$ cat config.mk
export PLATFORM = sky130hd
export DESIGN_NAME = uart_write
export DESIGN_NICKNAME = d
export VERILOG_FILES = /design/src/rtl/uart_write.sv
export SDC_FILE = /design/constraint.sdc
export NUM_CORES = 1
export LEC_CHECK = 0
export ABC_CLOCK_PERIOD_IN_PS = 2180
export BUFFER_PORTS_ARGS = -buffer_cell sky130_fd_sc_hd__buf_2
export CORE_MARGIN = 1.5
export CORE_UTILIZATION = 25
export CTS_BUF_LIST = sky130_fd_sc_hd__clkbuf_8
export DETAILED_ROUTE_END_ITERATION = 12
export SYNTH_ARGS = -nofsm -noshare
export SYNTH_HDL_FRONTEND = slang
export SYNTH_SLANG_ARGS = --single-unit
$ cat constraint.sdc
create_clock -name clk -period 2.18 [get_ports clk]
set_input_delay 0.109 -clock clk [delete_from_list [all_inputs] [get_ports clk]]
set_output_delay 0.109 -clock clk [all_outputs]
set_load 0.02 [all_outputs]
$ cat src/rtl/uart_write.sv
// Buffered 8N1 UART transmitter: a small byte FIFO feeding a 16x-oversampled
// serialiser. fsm_state mirrors the FSM register (0 IDLE, 1 START, 2 DATA, 3 STOP).
module uart_write #(
  parameter int baudrate   = 9600,
  parameter int freq       = 50000000,
  parameter int FIFO_DEPTH = 4
) (
  input  logic       clk,
  input  logic       reset,
  input  logic       wr_en,
  input  logic [7:0] Data_in,
  output logic       full,
  output logic       busy,
  output logic       Serial_out,
  output logic       TX_done,
  output logic [1:0] fsm_state
);

  localparam int DIV_RAW = freq / (baudrate * 16);
  localparam int DIV     = (DIV_RAW < 1) ? 1 : DIV_RAW;
  localparam int TW      = (DIV > 1) ? $clog2(DIV) : 1;
  localparam int AW      = $clog2(FIFO_DEPTH);

  localparam logic [TW-1:0] TICK_LAST = TW'(DIV - 1);
  localparam logic [AW:0]   CNT_FULL  = (AW + 1)'(FIFO_DEPTH);

  typedef enum logic [1:0] {
    IDLE  = 2'd0,
    START = 2'd1,
    DATA  = 2'd2,
    STOP  = 2'd3
  } state_t;

  // Oversampling tick: free-running, one pulse every DIV clocks.
  logic [TW-1:0] tick_cnt;
  logic          tick;

  assign tick = (tick_cnt == TICK_LAST);

  always_ff @(posedge clk or negedge reset) begin
    if (!reset) begin
      tick_cnt <= '0;
    end else if (tick) begin
      tick_cnt <= '0;
    end else begin
      tick_cnt <= tick_cnt + TW'(1);
    end
  end

  // Write handshake: a byte is taken on any rising edge with wr_en=1 and
  // full=0; with full=1 the write is simply lost (there is no retry).
  logic [7:0]    mem [FIFO_DEPTH];
  logic [AW-1:0] wr_ptr;
  logic [AW-1:0] rd_ptr;
  logic [AW:0]   count;
  logic          push;
  logic          pop;
  logic          empty;

  assign full  = (count == CNT_FULL);
  assign empty = (count == '0);
  assign push  = wr_en && !full;

  always_ff @(posedge clk) begin
    if (push) begin
      mem[wr_ptr] <= Data_in;
    end
  end

  always_ff @(posedge clk or negedge reset) begin
    if (!reset) begin
      wr_ptr <= '0;
      rd_ptr <= '0;
      count  <= '0;
    end else begin
      if (push) begin
        wr_ptr <= wr_ptr + AW'(1);
      end
      if (pop) begin
        rd_ptr <= rd_ptr + AW'(1);
      end
      case ({push, pop})
        2'b10:   count <= count + (AW + 1)'(1);
        2'b01:   count <= count - (AW + 1)'(1);
        default: count <= count;
      endcase
    end
  end

  // Serialiser
  state_t     state;
  state_t     state_nx;
  logic [3:0] bit_tick;
  logic [3:0] bit_tick_nx;
  logic [2:0] bit_idx;
  logic [2:0] bit_idx_nx;
  logic [7:0] shift;
  logic [7:0] shift_nx;
  logic       serial_nx;
  logic       done_nx;
  logic       bit_end;

  assign bit_end   = tick && (bit_tick == 4'd15);
  assign busy      = (state != IDLE);
  assign fsm_state = state;

  always_ff @(posedge clk or negedge reset) begin
    if (!reset) begin
      state      <= IDLE;
      bit_tick   <= '0;
      bit_idx    <= '0;
      shift      <= '0;
      Serial_out <= 1'b1;
      TX_done    <= 1'b0;
    end else begin
      state      <= state_nx;
      bit_tick   <= bit_tick_nx;
      bit_idx    <= bit_idx_nx;
      shift      <= shift_nx;
      Serial_out <= serial_nx;
      TX_done    <= done_nx;
    end
  end

  always_comb begin
    state_nx    = state;
    bit_tick_nx = bit_tick;
    bit_idx_nx  = bit_idx;
    shift_nx    = shift;
    serial_nx   = Serial_out;
    done_nx     = 1'b0;
    pop         = 1'b0;

    // The 4-bit counter wraps 15 -> 0 exactly when a bit period ends.
    if (state != IDLE && tick) begin
      bit_tick_nx = bit_tick + 4'd1;
    end

    case (state)
      IDLE: begin
        serial_nx = 1'b1;
        if (!empty) begin
          pop         = 1'b1;
          shift_nx    = mem[rd_ptr];
          bit_tick_nx = '0;
          serial_nx   = 1'b0;
          state_nx    = START;
        end
      end
      START: begin
        if (bit_end) begin
          state_nx   = DATA;
          bit_idx_nx = '0;
          serial_nx  = shift[0];
        end
      end
      DATA: begin
        if (bit_end) begin
          if (bit_idx == 3'd7) begin
            state_nx  = STOP;
            serial_nx = 1'b1;
          end else begin
            shift_nx   = {1'b0, shift[7:1]};
            bit_idx_nx = bit_idx + 3'd1;
            serial_nx  = shift[1];
          end
        end
      end
      STOP: begin
        if (bit_end) begin
          state_nx = IDLE;
          done_nx  = 1'b1;
        end
      end
      default: begin
        state_nx = IDLE;
      end
    endcase
  end

endmodule
# Word-level counts from Yosys, hierarchy flattened
# Memory sizes are Yosys's and may differ from the RTL's.
# Cells that the tools add are included.
# W data, S select, Z words.
# word_totals
ff_bits,35
latch_bits,0
ram_bits,32
romBits,0
inputBits,11
output_inout_bits,6
mem_count,1
# classes
addsub,7
multipliers,0
n_div,0
n_lt_le_gt_ge,0
eq_ne,15
shift,0
n_mux,30
n_bitwise,0
reduce_logical,15
# memory_table
name,depth,width,rd,rd_ports_with_merged_regs,write_ports,line,text
mem,4,8,1,0,1,52,logic [7:0] mem [FIFO_DEPTH];
# ops
op,n
$mux W8,3
$pmux W8 S2,1
$mux W4,3
$ne A2 B2 Y1 const B,6
$pmux W3 S2,2
$mux W1,10
$mux W2,5
$add A9 B1 Y9 const B,1
$eq A9 B9 Y1 const B,1
$mux W3,3
$mux W9,1
$pmux W2 S4,1
$reduce_and A4 Y1,2
$reduce_bool A2 Y1,4
$add A3 B1 Y3 const B,2
$eq A2 B2 Y1 const B,3
$eq A3 B3 Y1 const B,2
$reduce_and A5 Y1,1
$add A2 B1 Y2 const B,2
$add A4 B1 Y4 const B,1
$eq A2 B1 Y1 const B,2
$eq A4 B4 Y1 const B,1
$logic_and A1 B1 Y1,3
$logic_not A3 Y1,1
6 further kinds,6

# Depth between registers and ports, before layout
# depth
ltp_word,5
mapped_depth,11
ltp_nobuf,10

# Worst setup path after synthesis
# OpenSTA, ideal clock, no wires.
# synth_timing
path_kind,register to register
from,register state[0] (netlist: fsm_state[0])
to,register shift[1]
setup_ns,0.120
arrival_ns,2.177
path_slack_ns,-0.118
stages_incl_launch_ff,9
synth_period_minus_slack_ns,2.298
path_cell_list,dfrtp_1 -> inv_1 -> ha_1 -> buf_2 -> or4b_2 -> nor4b_4 -> or2_1 -> buf_6 -> o211a_1
# synth_via
elab_chain_cells,3
# synth_lines
item,line,text
"start, declared",91,state_t state;
"start signal, assigned",116,state <= state_nx;
$eq A2 B2 Y1 / $logic_not A2 Y1 (equally long branches),139,case (state)
$ne A2 B2 Y1 (no line) / $reduce_bool A2 Y1 (equally long branches),--,
$reduce_and A4 Y1 (no line),--,
"end signal, assigned",119,shift <= shift_nx;
"end, declared",97,logic [7:0] shift;
# Parallel ways exist; a longest one is shown, timed or not.
# A chain may end at the register's enable or synchronous reset.

# Worst setup path in the final report
# layout_timing
from,register tick_cnt[4]
to,register bit_tick[1]
# layout_via
elab_chain_cells,5
# layout_lines
item,line,text
"start, declared",35,logic [TW-1:0] tick_cnt;
"start signal, assigned",46,tick_cnt <= tick_cnt + TW'(1);
$eq A9 B9 Y1 (*),38,assign tick = (tick_cnt == TICK_LAST);
$logic_and A1 B1 Y1 (*),135,if (state != IDLE && tick) begin
$mux W4 (*),135,
$mux W4,142,if (!empty) begin
$mux W4 (*),139,
named net bit_tick_nx[1],94,logic [3:0] bit_tick_nx;
"end signal, assigned",117,bit_tick <= bit_tick_nx;
"end, declared",93,logic [3:0] bit_tick;
# Mark *: on every way through the listed nets, which the timed path passes. The rest lies on a longest branch.

==> run metrics <==
max cap viols=0; mean area per synthesized cell=13.3 um2; Data arrival, critical path=2.24 ns; Core Region=0.0122 mm2; latest clock arrival within the worst-skew pair=0.35 ns; Post-DP Area=0.00349 mm2; Main synth FF type=dfrtp_1; Worst-path clk slew=0.08 ns; DR vias/cell=4.32; die height=115 um; Final ANT Viol Nets=0; die area=0.0133 mm2; largest delay contributor family on the critical path=simple AND/OR/NAND/NOR gates; Mapped Nets=262; Post-Syn Area=0.00315 mm2; area leader, netlist=edfxtp_1; Final nets=302; root buffer cell=clkbuf_8; Tightest Hold Check Type=input port to flip-flop; Synth top area share=30.5%; vias in the first global route=2,019; Post-route DRC=0; antenna cells=0; CP max FO=5; Leakage=1.51 nW; Worst-Margin Slew=0.800 ns; CP max-delay cell=or4b_4; Fmax=0.500 GHz; wire length per cell=12.8 um; Setup-failing EPs final=0; fin. max-slew vios=0; status=complete, no violations; final wirelength=5.77 mm; Critical Path Sink Type=flip-flop; Mapped Cells=236; first-pass GRT wire length=9.76 mm; Distinct cells, synth=45; Pre-Repair DR Iteration Count=4; share of layout cells above drive strength 1=24.9%; gr usage total=9.74%; post-DP HPWL=4.08 mm; clk buf depth=2; fin crit period=2.00 ns; largest net degree at the start of global routing=36; max incr delay on CP=0.58 ns; CTS tree=done; TritonCTS buffer count=9; area delta synth->final=20.8%; initial antenna violation count=0; clk_skew=0.00998 ns; CP cell instances=or4b_4, buf_4, nor3_1, mux2i_1, nor2_1; Post-synth EDFFs=32; Initial DRC Count=47; sequential element share of the synthesized area=58.4%; via count=1,939; Die Wd=115 um; startpoint types=flip-flop; row count=40; IO Count=17; global placer's final weighted congestion=0.757; CP Class=flip-flop to flip-flop; Final Hold Vio Count=0; PortBufs=16; Yosys warnings=0; Starting Density=25.9%; VDD IR max=313 uV; required time worst endpoint=2.42 ns; H-tree lvl count=3; period utilisation layout=91.7%; grt total ovfl=0; FFs w/ async S/R, synth=52.2%; Synth area leaders=edfxtp_1, dfrtp_1, mux4_2, ha_1, xnor2_1; Post-Route Setup TNS=0 ns; Post-CTS Setup Repair Bufs=0; worst path buffer plus inverter count=1; post-layout instance area=0.00380 mm2; RSZ-0062 raised after global routing=false; pwr dens=1180 mW/mm2; # fillers=1,219; clock sinks=67; Rel. slew slack=46.7%; FF+latch count, synth=67
per-stage QoR:
step                      total power, mW  hold slack, ns  utilization, %  setup WS, ns  cells
after floorplan                      2.97          -0.187               -        0.0637    236
after global placement               3.35           0.247            28.7         0.130    424
after detailed placement             3.41           0.253            28.7        0.0729    424
after CTS                            4.52           0.253            31.1        0.0600    449
after global routing                 4.79           0.314            31.3        0.0119    449
final                                4.48           0.272            31.3         0.180    449
power by group:
| group | internal [mW] | switching [mW] | total, mW |
|---|---|---|---|
| clock | 0.548 | 0.532 | 1.08 |
| sequential | 1.65 | 0.252 | 1.90 |
| combinational | 0.726 | 0.768 | 1.49 |
routing by layer:
metal | wire length [um] | vias up | global-route usage (%)
li1 | - | 943 | -
met1 | 2850 | 950 | 12.7
met2 | 2610 | 37 | 15.0
met3 | 197 | 9 | 2.95
met4 | 104 | 0 | 4.36
met5 | 0 | - | 0
what timing repair did:
action | 4_1_cts | 5_1_grt
hold buffers | 9 | 0
hold endpoints to repair | 66 | 0
setup endpoints to repair | 0 | 9
resized for setup | 0 | 4
path summary, 6_finish.rpt:
kind	startpoint	end	slack, ns	cells past startpoint
max	tick_cnt[4]	bit_tick[1]	0.18	5
min	wr_en	wr_ptr[0]	0.27	4
max reg2reg	tick_cnt[4]	bit_tick[1]	0.18	5
min reg2reg	tick_cnt[0]	tick_cnt[0]	0.49	1
max in group asynchronous	reset	count[0]	1.23	2
min in group asynchronous	reset	rd_ptr[1]	0.39	2
cell usage after synthesis (3+ instances only):
library cell,n
mux4_2,8
and2_1,7
o21ai_0,7
nand3_1,5
xnor2_1,13
ha_1,14
inv_1,17
nor2_1,20
o32ai_1,3
nor3_1,9
nand2_1,10
mux2i_1,4
nor2b_1,3
a211oi_1,3
mux2_2,3
nand4_1,3
edfxtp_1,32
a22o_1,4
dfrtp_1,34
clkbuf_1,4
worst register-to-register path, stage by stage, from the launching register on:
cell     delay [ns]
dfrtp_1        0.44
or4b_4         0.59
buf_4          0.18
nor3_1         0.39
mux2i_1        0.25
nor2_1         0.05
area by class of cell:
class / instances / area (um2) / share of cell area (%)
timing repair buffer: 37 / 260 / 6.84
clock buffer: 9 / 124 / 3.26
inverter: 17 / 63.8 / 1.68
clock inverter: 7 / 83.8 / 2.20
tap: 168 / 210 / 5.53
multi-input combinational: 144 / 1220 / 32.1
sequential: 67 / 1840 / 48.4
layout by cell type, fill, tap and decap left out, drive strengths merged, types with 2 or more instances in the layout:
cell / count
dfrtp: 34
edfxtp: 32
buf: 28
nor2: 20
inv: 20
ha: 14
xnor2: 13
nand2: 10
nor3: 10
clkbuf: 9
dlygate4sd3: 9
mux4: 8
o21ai: 7
and2: 7
nand3: 5
mux2i: 4
a22o: 4
nand4: 3
nor2b: 3
mux2: 3
o32ai: 3
a211oi: 3
and3: 2
or4b: 2
nor4: 2
o211a: 2
o32a: 2
xor2: 2
a31o: 2
clkinv: 2
o31ai: 2
kinds of logic (layout without fill, tap and decap cells):
| family | count (synthesis) | in the layout | synth area share (%) |
|---|---|---|---|
| and+or+nand+nor | 69 | 69 | 12.1 |
| xor gates and xnor gates | 15 | 15 | 4.17 |
| buffers and inverters | 25 | 70 | 3.54 |
| muxes | 15 | 15 | 8.07 |
| adders and majority gates | 15 | 15 | 6.20 |
| AOI/OAI and AO/OA | 30 | 30 | 7.51 |
| DFF | 67 | 67 | 58.4 |
flip-flops by register name, indices dropped and copies added (netlist names):
name,cells
tick_cnt,9
shift,8
bit_tick,4
mem,32
bit_idx,3
Serial_out,1
wr_ptr,2
rd_ptr,2
TX_done,1
fsm_state,2
count,3
Power figures use the tool's default switching activity.
